[config.mk]
export PLATFORM = sky130hd
export DESIGN_NAME = cavlc_bitstream_shifter
export DESIGN_NICKNAME = d
export VERILOG_FILES = /design/src/rtl/cavlc_bitstream_shifter.sv
export SDC_FILE = /design/constraint.sdc
export NUM_CORES = 1
export LEC_CHECK = 0
export BUFFER_PORTS_ARGS = -buffer_cell sky130_fd_sc_hd__buf_2
export CAP_MARGIN = 5
export CELL_PAD_IN_SITES_DETAIL_PLACEMENT = 0
export CELL_PAD_IN_SITES_GLOBAL_PLACEMENT = 2
export CORE_ASPECT_RATIO = 0.7
export CORE_MARGIN = 2
export CORE_UTILIZATION = 33
export CTS_CLUSTER_SIZE = 40
export DETAILED_ROUTE_END_ITERATION = 8
export PLACE_DENSITY = 0.8
export SYNTH_ARGS = -nofsm -noshare
export SYNTH_HDL_FRONTEND = slang
export SYNTH_SLANG_ARGS = --single-unit
[constraint.sdc]
create_clock -name clk -period 3.75 [get_ports clk]
set_input_delay 0.375 -clock clk [delete_from_list [all_inputs] [get_ports clk]]
set_output_delay 0.375 -clock clk [all_outputs]
set_load 0.005 [all_outputs]
[src/rtl/cavlc_bitstream_shifter.sv]
// ---------------------------------------------------------------------------
// cavlc_bitstream_shifter
//
// Bitstream alignment stage that sits in front of the coeff_token LUT bank.
// Raw slice data comes in as 32-bit words (MSB first). The words are packed
// into a 64-bit left-justified window, and the next 16 unconsumed bits are
// presented MSB-aligned. Each cycle the LUT bank can hand back the length of
// the codeword it decoded, which lets one codeword retire per cycle.
//
// Ports:
//   clk         rising-edge clock
//   rst_n       synchronous reset, active-low
//   in_data     next bitstream word; in_data[31] is earliest in the stream
//   in_valid    in_data is valid
//   in_ready    the block accepts in_data this cycle
//   flush       one-cycle pulse; discards all buffered bits (slice restart)
//   bits        next 16 unconsumed bits; bits[15] is the next bit in stream
//   bits_valid  at least 16 valid bits are buffered
//   shift       number of bits to consume, legal range 0..16
//   shift_en    apply shift this cycle
//   bit_count   number of valid bits in the window, 0..64
//   err         sticky illegal-shift flag, cleared by reset or flush
//
// Handshake: a word transfers on a rising edge where in_valid and in_ready
// are both high. in_ready comes only from the registered bit count (plus
// rst_n and flush). It never depends on in_valid or shift_en, so there is
// no combinational loop with the upstream FIFO. Once in_valid is raised,
// the FIFO holds in_data stable until the transfer happens.
// ---------------------------------------------------------------------------
module cavlc_bitstream_shifter #(
    parameter int IN_W   = 32,
    parameter int PEEK_W = 16,
    parameter int BUF_W  = 64
) (
    input  logic              clk,
    input  logic              rst_n,
    input  logic [IN_W-1:0]   in_data,
    input  logic              in_valid,
    output logic              in_ready,
    input  logic              flush,
    output logic [PEEK_W-1:0] bits,
    output logic              bits_valid,
    input  logic [4:0]        shift,
    input  logic              shift_en,
    output logic [6:0]        bit_count,
    output logic              err
);

    // Window state: valid bits occupy window_q[63 -: count_q].
    // Everything below the valid region is held at zero.
    logic [BUF_W-1:0] window_q;
    logic [6:0]       count_q;
    logic             err_q;

    logic             shift_legal;
    logic             accept;
    logic [6:0]       shift_amt;
    logic [6:0]       base;
    logic [BUF_W-1:0] shifted;
    logic [BUF_W-1:0] incoming;
    logic [BUF_W-1:0] window_d;
    logic [6:0]       count_d;

    assign bits_valid  = (count_q >= 7'd16);
    assign in_ready    = rst_n & ~flush & (count_q <= 7'd32);
    assign shift_legal = shift_en & bits_valid & (shift <= 5'd16);
    assign accept      = in_valid & in_ready;

    always_comb begin
        shift_amt = 7'd0;
        if (shift_legal) begin
            shift_amt = {2'b00, shift};
        end
        // Valid bits that remain after the shift. Because a shift is only
        // legal with at least 16 bits buffered, and at most 16 are removed,
        // this never goes below zero.
        base    = count_q - shift_amt;
        shifted = window_q << shift_amt;
        // The new word goes in directly behind the post-shift valid region.
        // An accept requires count_q <= 32, so base <= 32 and the whole word
        // fits inside the window.
        incoming = '0;
        if (accept) begin
            incoming = {in_data, {IN_W{1'b0}}} >> base;
        end
        window_d = shifted | incoming;
        count_d  = base + (accept ? 7'd32 : 7'd0);
    end

    always_ff @(posedge clk) begin
        if (!rst_n) begin
            window_q <= '0;
            count_q  <= 7'd0;
            err_q    <= 1'b0;
        end else if (flush) begin
            window_q <= '0;
            count_q  <= 7'd0;
            err_q    <= 1'b0;
        end else begin
            window_q <= window_d;
            count_q  <= count_d;
            // An illegal request consumes nothing (shift_amt stays 0).
            // It only raises the flag.
            if (shift_en && !shift_legal) begin
                err_q <= 1'b1;
            end
        end
    end

    assign bits      = window_q[BUF_W-1 -: PEEK_W];
    assign bit_count = count_q;
    assign err       = err_q;

endmodule

* After elaboration in Yosys (flattened, before gate mapping)
Cells that the tools add are included.
** Word-level totals
- Bits in registers :: 72
** Operators by class
- Add/sub/neg operators :: 2
- Reduce and logical (&&, ||, !) cells :: 3
- Bitwise gates (word level) :: 8
- Muxes and demuxes :: 3
- Shift operators :: 2
- Order comparisons :: 3
** Operators with widths (number)
- $mux W64 :: 1
- $or A64 B64 Y64 :: 1
- $shl A64 B7 Y64 :: 1
- $shr A64 B7 Y64 :: 1
- $add A7 B6 Y7 :: 1
- $ge A7 B5 Y1 const B :: 1
- $le A7 B6 Y1 const B :: 1
- $sub A7 B7 Y7 :: 1
- $mux W6 :: 1
- $and A1 B1 Y1 :: 5
- $le A5 B5 Y1 const B :: 1
- $mux W5 :: 1
- $not A1 Y1 :: 2
- $reduce_or A2 Y1 :: 1
- $logic_and A1 B1 Y1 :: 1
- $logic_not A1 Y1 :: 1

* Longest topological paths before layout
- Depth after elaboration :: 8
- Mapped depth :: 18
- Depth with buffers taken out :: 13

* Worst setup path after synthesis
No wires, ideal clock.
- Path kind :: register -> register
- Start point :: register count_q[5], in the netlist bit_count[5]
- End point :: register window_q[19]
- Slack :: -79 ps
- Buffers on the path :: 5
- Stages on the path, launching flop included :: 18
- Arrival time :: 3696 ps
- Cell sequence :: dfxtp_1 -> buf_2 -> nor3_4 -> inv_2 -> buf_2 -> and3_1 -> clkinv_1 -> buf_2 -> buf_2 -> ha_1 -> nor2_1 -> a21oi_1 -> xnor2_1 -> buf_2 -> mux2i_1 -> o22ai_1 -> a22oi_1 -> o211ai_1
** Between the ends
- Longest elaborated chain between the ends :: 8
- Elaborated cells between the ends (all ways) :: 12
- Those cells by class :: add/sub (1); order compare (2); shift (2); mux (2); bitwise (5)
** RTL lines
- start: declaration :: RTL line 52 : logic [6:0] count_q;
- start signal: assignment :: RTL line 101 : count_q <= count_d;
- $ge A7 B5 Y1 :: RTL line 64 : assign bits_valid = (count_q >= 7'd16);
- $and A1 B1 Y1 (2 in a row) :: RTL line 66 : assign shift_legal = shift_en & bits_valid & (shift <= 5'd16);
- $mux W5 :: RTL line 71 : if (shift_legal) begin
- $sub A7 B7 Y7 :: RTL line 77 : base = count_q - shift_amt;
- $shr A64 B7 Y64 :: RTL line 84 : incoming = {in_data, {IN_W{1'b0}}} >> base;
- $mux W64 :: RTL line 83 : if (accept) begin
- $or A64 B64 Y64 * :: RTL line 86 : window_d = shifted | incoming;
- end signal: assignment :: RTL line 100 : window_q <= window_d;
- end: declaration :: RTL line 51 : logic [BUF_W-1:0] window_q;
Every way passes the cells marked *; elsewhere a longest branch is shown, timed or not.
A chain may end at the register's enable or synchronous reset.

* Worst setup path in the final report
- Start point :: register count_q[6], in the netlist bit_count[6]
- End point :: register window_q[43]
The elaborated chain is that of the path after synthesis.

==> key figures <==
Floorplan
  • DIE WIDTH: 203 µm
  • Initial core utilization: 33.8%
  • FP Rows: 50
  • Die ar.: 0.0290 mm²
  • Num ports: 68
  • Core area: 0.0269 mm²
  • Height of the die: 143 µm

Logic synthesis
  • Mapped Nets: 1,258
  • Synth cell types: 85
  • Post-synth ARST share: 0%
  • Top post-synthesis cells by area: dfxtp_1 (16%), mux2i_1 (11%), mux2_2 (7.9%), nand2_1 (5.2%), nor2_1 (4.4%)
  • Post-Syn Area per Cell: 7.54 µm²
  • Synth Register Bits: 72
  • Leading area contributor after synthesis: dfxtp_1
  • Cells after synthesis: 1,208
  • Top cells by count, synth: nand2_1 (126), nor2_1 (106), mux2i_1 (98)
  • Count leader, synth: nand2_1
  • Sequential area share after synthesis: 15.8%
  • Synth top area share: 15.8%
  • Top_reg_cell synth: dfxtp_1
  • YS warnings: 0
  • Number of synthesized flops with an enable pin: 0
  • Cell area after synthesis: 0.00910 mm²

STA
  • Final setup vio count: 0
  • Worst slew pin tran: 0.823 ns
  • Final Hold Slack: 0.473 ns
  • Max Fclk: 269 MHz
  • Rel. slew slack: 44.8%
  • Setup total negative slack: 0 ns
  • Slew Viols, Final: 0
  • Final worst path period share: 99.3%
  • Final setup skew: 0.0106 ns
  • Worst setup margin: 0.0266 ns
  • Fin crit period: 3.72 ns
  • Final Hold Vio Count: 0
  • Unrepaired setup endpoints after global routing: no

CTS
  • CTS tree: built
  • Later-pin clock latency in the skew report: 0.36 ns
  • Reg clk slew, reported paths: 0.06 ns
  • Clock net sink count: 72
  • CTS max path bufs: 2
  • Root Buffer: clkbuf_16
  • # hold bufs at CTS: 0
  • H-tree levels: 3
  • Clock buffer count from CTS: 9

Critical path
  • Worst Setup End Kind: flop
  • Startpoint types: flop
  • Setup CP Type: flop to flop
  • WP data required: 3.97 ns
  • Crit-path max FO: 7
  • Reg-to-reg slack, setup: 0.03 ns
  • CP arrival: 3.94 ns

Global route
  • Overall Global Routing Usage: 29.4%
  • GR Overflow Total: 0
  • Vias in the first global route: 9,830
  • Largest net degree at the start of global routing: 53
  • First-pass GRT wire length: 64,200 µm
  • Initial antenna violation count: 1

Power
  • Leakage Power: 4.58 nW
  • Power Density: 975 mW/mm²
  • Peak supply drop: 383 µV

Layout
  • Number of filler cells placed in the layout: 2,828
  • Share of cells above drive strength 1: 28.2%
  • Final instance area: 0.0110 mm²
  • Ant. Diodes: 0
  • Area Overhead vs Synth: 21.0%
  • Nets: 1,377

Drt
  • DR pass1 iterations: 7
  • 1st-iter DRT viols: 1,604
  • DR WL/cell: 25.4 µm
  • Post-Route WL: 43,100 µm
  • DRT antenna net count: 0
  • Via/cell ratio: 6.32
  • DRC Markers: 0
  • DR vias: 10,700

Flow run
  • Max-cap viol count: 0

Placement
  • Dpl cell area: 0.0107 mm²
  • Place WS: -0.254 ns
  • Hpwl dp: 33,500 µm
  • IO Port Bufs: 67
  • Gpl congestion: 0.998

Outcome
  • Status: completed

Hold path
  • Worst Hold Class: input pin to flop
-- cell families after synthesis --
family	synth area share, %
adder cells (fa/ha/maj)	1.18
multiplexers	21.4
buffers and inverters	8.60
XOR/XNOR	0.770
AND/OR/NAND/NOR	19.8
flip-flops	15.8
AO/OA/AOI/OAI	32.4
-- final timing paths --
kind | start | to | depth (start not counted)
max | bit_count[6] | window_q[43] | 15
min | shift_en | err | 4
max reg2reg | bit_count[6] | window_q[43] | 15
min reg2reg | err | err | 2
-- metrics by stage --
stage	cells	util, %	power (mW)
floorplan	1208	-	5.84
global placement	1678	39.7	9.51
detailed placement	1678	39.7	9.48
CTS	1694	40.8	10.4
global route	1696	40.9	11.2
finish	1696	40.9	10.7
-- cell usage in the layout, fill, tap and decap left out, types with 10 or more instances in the layout --
cell / Yosys / routed
o21ai_0: 63 / 61
mux2_2: 64 / 64
a31oi_1: 16 / 16
mux2i_1: 98 / 97
o22ai_1: 35 / 35
o32ai_1: 15 / 14
a21oi_1: 71 / 71
nor2_1: 106 / 105
nor3_1: 25 / 25
a211oi_1: 19 / 19
nand2b_1: 17 / 16
dfxtp_1: 72 / 72
o32a_1: 10 / 10
mux4_2: 11 / 11
a2bb2oi_1: 11 / 11
buf_4: 24 / 165
buf_2: 56 / 66
inv_1: 22 / 22
nand2_1: 126 / 126
o211ai_1: 29 / 29
nand3_1: 31 / 31
a22oi_1: 32 / 31
o221ai_1: 14 / 14
-- area by class of cell --
type | instances | area [µm²] | share of cell area [%]
clock buffers | 11 | 233 | 2.11
clock inverters | 5 | 57.6 | 0.523
inverters | 28 | 105 | 0.954
multi-input cells | 976 | 6970 | 63.3
flip-flops and latches | 72 | 1440 | 13.1
well taps | 364 | 455 | 4.14
repair buffers | 240 | 1750 | 15.9
-- report_power, final --
group | internal (mW) | switching (mW) | leakage (nW)
logic | 3.57 | 4.88 | 3.85
registers | 1.01 | 0.372 | 0.585
clock network | 0.517 | 0.381 | 0.143
-- repair_timing --
action,CTS,global route
pin swaps,0,1
setup buffers,0,2
resized for setup,1,5
setup endpoints to repair,1,6
-- flip-flops by register name (all words and copies together), names as in the netlist --
name       flops
window_q      64
bit_count      7
err            1
-- worst max-delay path: stages (launching register included) --
cell,delay (ns)
dfxtp_1,0.34
nor3_4,0.22
inv_2,0.09
nand2_2,0.08
inv_2,0.06
ha_1,0.22
fa_2,0.47
xor2_4,0.33
buf_4,0.20
mux2i_1,0.22
a21oi_1,0.12
a211oi_1,0.40
o22ai_1,0.30
buf_4,0.21
a22oi_1,0.19
o21ai_0,0.13
-- metal layers --
| metal | share of wire [%] | vias up | track usage [%] |
|---|---|---|---|
| met5 | 0 | - | 0 |
| met4 | 1.5 | 0 | 5.26 |
| met3 | 12 | 59 | 7.10 |
| met2 | 40 | 650 | 41.0 |
| met1 | 47 | 5149 | 45.1 |
| li1 | - | 4869 | - |
No activity file was read; power rests on OpenSTA's default activity.
